`src/rtl/contador_bcd_param_pkg.sv`:
```
// contador_bcd_param_pkg: shared width, parameter legality check and max-count helper.
package contador_bcd_param_pkg;
  localparam int BCD_W = 4;
  function automatic bit params_ok(int div, int digits, int top_mod);
    return div >= 1 && digits >= 1 && digits <= 8 && top_mod >= 2 && top_mod <= 10;
  endfunction
  function automatic logic [31:0] max_value(int digits, int top_mod);
    logic [31:0] v;
    v = '0;
    for (int i = 0; i < digits; i++)
      v[BCD_W*i +: BCD_W] = (i == digits - 1) ? BCD_W'(top_mod - 1) : BCD_W'(9);
    return v;
  endfunction
endpackage

```
`src/rtl/contador_bcd_param_digito_bcd.sv`:
```
// digito_bcd: one modulus-MOD BCD digit with load, up/down step and wrap-out for cascading.
module digito_bcd
  import contador_bcd_param_pkg::*;
#(
  parameter int MOD = 10
) (
  input  logic             clk,
  input  logic             reset,
  input  logic             step_in,
  input  logic             up_down,
  input  logic             load,
  input  logic [BCD_W-1:0] load_digit,
  output logic [BCD_W-1:0] digit,
  output logic             step_out
);
  localparam logic [BCD_W-1:0] TOP = BCD_W'(MOD - 1);
  assign step_out = step_in && (up_down ? digit == TOP : digit == '0);
  // out-of-range digits fall to 0 on the next step in either direction
  always_ff @(posedge clk or posedge reset)
    if (reset) digit <= '0;
    else if (load) digit <= load_digit;
    else if (step_in)
      digit <= up_down ? (digit >= TOP ? '0 : digit + 1'b1)
                       : (digit == '0 ? TOP : digit > TOP ? '0 : digit - 1'b1);
endmodule

```
`src/rtl/contador_bcd_param.sv`:
```
// contador_bcd_param: multi-digit BCD up/down counter with prescaler, load and tick/carry pulses.
module contador_bcd_param
  import contador_bcd_param_pkg::*;
#(
  parameter int DIV     = 50_000_000,
  parameter int DIGITS  = 2,
  parameter int TOP_MOD = 6
) (
  input  logic                    clk,
  input  logic                    reset,
  input  logic                    enable,
  input  logic                    up_down,
  input  logic                    load,
  input  logic [BCD_W*DIGITS-1:0] load_value,
  output logic [BCD_W*DIGITS-1:0] outcome,
  output logic                    tick,
  output logic                    carry
);
  localparam int PW = DIV > 1 ? $clog2(DIV) : 1;
  localparam logic [PW-1:0] P_LAST = PW'(DIV - 1);
  if (!params_ok(DIV, DIGITS, TOP_MOD)) begin : g_bad_params
    $error("contador_bcd_param: illegal DIV/DIGITS/TOP_MOD");
  end
  logic [PW-1:0] r_presc;
  logic          w_step;
  logic [DIGITS:0] w_chain;
  // load wins over a coincident step, so the step is masked here
  assign w_step = enable && !load && r_presc == P_LAST;
  assign w_chain[0] = w_step;
  always_ff @(posedge clk or posedge reset)
    if (reset) begin
      r_presc <= '0;
      tick    <= 1'b0;
      carry   <= 1'b0;
    end else begin
      tick  <= w_step;
      carry <= w_chain[DIGITS];
      if (load) r_presc <= '0;
      else if (enable) r_presc <= w_step ? '0 : r_presc + 1'b1;
    end
  for (genvar g = 0; g < DIGITS; g++) begin : g_dig
    localparam int M = (g == DIGITS - 1) ? TOP_MOD : 10;
    logic [BCD_W-1:0] w_ld;
    assign w_ld = load_value[BCD_W*g +: BCD_W] >= BCD_W'(M) ? '0 : load_value[BCD_W*g +: BCD_W];
    digito_bcd #(.MOD(M)) u_dig (
      .clk       (clk),
      .reset     (reset),
      .step_in   (w_chain[g]),
      .up_down   (up_down),
      .load      (load),
      .load_digit(w_ld),
      .digit     (outcome[BCD_W*g +: BCD_W]),
      .step_out  (w_chain[g+1])
    );
  end
endmodule

```
`config.mk`:
```
export PLATFORM = sky130hd
export DESIGN_NAME = contador_bcd_param
export DESIGN_NICKNAME = d
export VERILOG_FILES = /design/src/rtl/contador_bcd_param_pkg.sv /design/src/rtl/contador_bcd_param_digito_bcd.sv /design/src/rtl/contador_bcd_param.sv
export SDC_FILE = /design/constraint.sdc
export NUM_CORES = 1
export LEC_CHECK = 0
export ABC_AREA = 1
export CORE_MARGIN = 1
export CORE_UTILIZATION = 30
export DETAILED_ROUTE_END_ITERATION = 10
export GPL_TIMING_DRIVEN = 0
export PLACE_DENSITY_LB_ADDON = 0.1
export SLEW_MARGIN = 15
export SYNTH_ARGS = -nofsm -noshare
export SYNTH_HDL_FRONTEND = slang
export SYNTH_HIERARCHICAL = 1
export SYNTH_SLANG_ARGS = --single-unit
export TNS_END_PERCENT = 30
```
`constraint.sdc`:
```
create_clock -name clk -period 2.1 [get_ports clk]
set_input_delay 0.315 -clock clk [delete_from_list [all_inputs] [get_ports clk]]
set_output_delay 0.315 -clock clk [all_outputs]
set_load 0.05 [all_outputs]
```
==> metrics.txt <==
Tightest Pin Transition=approximately 0.63 ns; Post-synth ARST share=100%; CTS Root Cell=clkbuf_8; worst ir drop on vdd=0.243 mV; Final ANT Viol Nets=0; Distinct cells, synth=33; Lkg Pwr=1.59 nW; Worst R2R Setup Slack=0.18 ns; crit end category=output pin; register area share after synthesis=32.5%; Avg Inst Size Synth=6.87 µm²; Cells after DPL=534; Int Power=1.20 mW; pwr/cell area=551 mW/mm²; Vias/cell=4.71; Hold WS=0.322 ns; most used flip-flop cell after synthesis=dfrtp_1; drt pass-1 iters=6; first-pass GRT wire length=11,800 µm; Worst Hold Class=in -> async; # DRC=0; row cnt=34; max-cap violations=0; routed len/inst=12.7 µm; Sink Count=36; Layout area overhead=19.1%; total wire length=just under 7000 µm; synth top area cells=dfrtp_1, nand2_1, nor2_1; Final setup viols=0; post-synthesis cell count=404; clock share of power=28.7%; status=completed; vias in the first global route=about 2.4k; Critical Path RT=between 1.5 and 2 ns; Netlist Area Pre-Place=0.00277 mm²; vias=2,578; starting density of the core=31.3%; Sequential Area=901 µm²; CTS H-Tree Depth=2; die area=0.00964 mm²; fin. max-slew vios=0; Switch Pwr=0.622 mW; Post-synth EDFFs=0; CTS Hold Bufs=0; Cell Chain, Critical Path=clkdlybuf4s50_1; CTS tree=built; Num CTS Buffers=5; top cell type by total area after synthesis=dfrtp_1; DP Wirelength=5200 µm; layout cells sized above 1=16.2%; critical path type=reg -> out; worst path buffer plus inverter count=1; FF-to-FF Start=r_presc[1]$_DFFE_PP0P_; Synth top area share=between 30% and 40%; Reg2Reg Depth=12; fin crit period=1.94 ns; # IOs=23; f_max=515 MHz; port buffer count=22; DIE WIDTH=slightly below 100 µm; Final TNS setup=0 ns; CP Launch Type=register; Comb pwr share=28.8%; CP top delay family=buffers and inverters; skew final=0.00677 ns; initial antenna violation count=0; largest net degree at the start of global routing=29; RR Endpoint=g_dig[1].u_dig/digit[0]$_DFFE_PP0P_; Tcrit/Tclk final=92.5%; crit path from=g_dig[0].u_dig/digit[0]$_DFFE_PP0P_; Worst slew margin=58.0%; FF+latch count, synth=36; crit path max fanout=7; Final Hold Fails=0; crit path max-delay cell type=clkdlybuf4s50_1; Core Box Area=0.00885 mm²; sw frac=roughly a third; sequential power share=42.5%; nets@finish=~460; Overflow after GRT=0; Critical Path AT=about 1.6 ns; die height=98.2 µm; DRT iter0 DRCs=111; post-route insts no fill=547; fillers=942; number of inserted diodes=0; Reg clk slew, reported paths=0.07 ns; worst stage delay on the critical path=~0.85 ns; Placer Congestion=roughly 0.85; syn_nets=between 400 and 500; footprint of the multi-input gates=0.00166 mm²; synth warn=6; GRT Overall Usage=15.3%; Max Root-Sink Buffers=2; worst-skew pair later-pin latency=0.29 ns
==> cell usage in the layout (no fill, tap or decap), types with 3 or more instances in the layout <==
cell type | Yosys | final
buf_6 | 5 | 5
nand4_1 | 13 | 13
inv_2 | 5 | 6
nand3_2 | 11 | 11
o21ai_1 | 13 | 13
clkbuf_1 | 2 | 4
nand3_1 | 23 | 23
nor2_1 | 50 | 49
ha_1 | 8 | 7
nor3_1 | 6 | 5
o21bai_1 | 3 | 3
a21oi_1 | 8 | 7
o21ai_0 | 4 | 4
dfrtp_1 | 36 | 36
nand2_1 | 122 | 121
buf_4 | 0 | 5
clkbuf_8 | 0 | 6
nor2_2 | 12 | 13
nand2_2 | 10 | 11
o21ai_2 | 3 | 3
clkdlybuf4s50_1 | 0 | 21
inv_1 | 42 | 41
xor2_1 | 8 | 8
==> how the worst max path moves through the flow <==
stage / endpoint / slack [ns] / cells after the start
after CTS: g_dig[1].u_dig/digit[0]$_DFFE_PP0P_ / 0.02 / 12
final: outcome[0] / 0.16 / 1
after global placement: g_dig[1].u_dig/digit[0]$_DFFE_PP0P_ / -0.64 / 9
after floorplan: g_dig[1].u_dig/digit[0]$_DFFE_PP0P_ / 0.08 / 12
after global routing: g_dig[1].u_dig/digit[3]$_DFFE_PP0P_ / -0.005 / 12
after detailed placement: g_dig[1].u_dig/digit[0]$_DFFE_PP0P_ / -0.64 / 9
==> Yosys cell counts, drive strengths merged (2+ instances only) <==
master,count
clkinv,2
dfrtp,36
inv,48
nand4,13
nand2,134
buf,5
a22oi,3
ha,8
xor2,8
o21bai,3
a21oi,9
o31ai,2
nor2,65
nand3,34
and2,2
nor3,6
o21ai,20
clkbuf,2
==> cell families (layout without fill, tap and decap cells) <==
logic type | Yosys count | count (layout) | synth area share, %
other | 1 | 1 | 0.135
buffers and inverters | 57 | 92 | 9.34
DFF | 36 | 36 | 32.5
and+or+nand+nor | 255 | 255 | 43.4
adders and majority gates | 8 | 8 | 3.61
xor gates and xnor gates | 8 | 8 | 2.53
AOI/OAI and AO/OA | 39 | 39 | 8.48
==> metal layers <==
metal,routed length [µm],GRT usage (%),share of wire [%]
met5,0,0,0
met4,53,3.44,0.76
met3,228,2.43,3.3
met1,3660,22.4,53
met2,2980,23.5,43
==> layout make-up <==
cell class | instances | share of cell area (%)
Multi-Input combinational cell | 311 | 50.2
Sequential cell | 36 | 27.3
Timing Repair Buffer | 27 | 7.88
Inverter | 50 | 5.91
Tap cell | 108 | 4.09
Clock buffer | 8 | 2.73
Buffer | 7 | 1.93
==> metrics by stage <==
stage	worst slack [ns]	utilization [%]	cell area, µm²	total power [mW]
2_1_floorplan	0.0751	-	2770	1.13
5_1_grt	-0.00508	37.3	3300	1.94
3_5_place_dp	-0.640	35.4	3130	1.27
6_report	0.158	37.3	3300	1.82
4_1_cts	0.0194	36.8	3260	1.83
3_3_place_gp	-0.636	35.4	3130	1.27
==> flip-flops by register name, summed over array words and instances, names as in the netlist <==
signal,cells
carry,1
g_dig.u_dig/digit,8
r_presc,26
tick,1
==> repair_timing <==
item,4_1_cts,5_1_grt
pin swaps,1,1
setup buffers,2,3
resized for setup,5,5
endpoints found under the setup margin,5,9
==> worst reg2reg max path: cells and delay by family (launching register included) <==
family	cells	cell delay (ns)
AOI/OAI and AO/OA	3	0.43
and+or+nand+nor	7	0.74
DFF	1	0.41
buffers and inverters	1	0.07
adders and majority gates	1	0.17
==> power by group through the flow <==
stage	Combinational [mW]	Sequential, mW	Clock, mW
2_1_floorplan	0.291	0.841	0
3_3_place_gp	0.491	0.784	0
3_5_place_dp	0.490	0.785	0
4_1_cts	0.514	0.767	0.547
5_1_grt	0.585	0.779	0.581
6_report	0.524	0.773	0.523
Power figures use the tool's default switching activity.
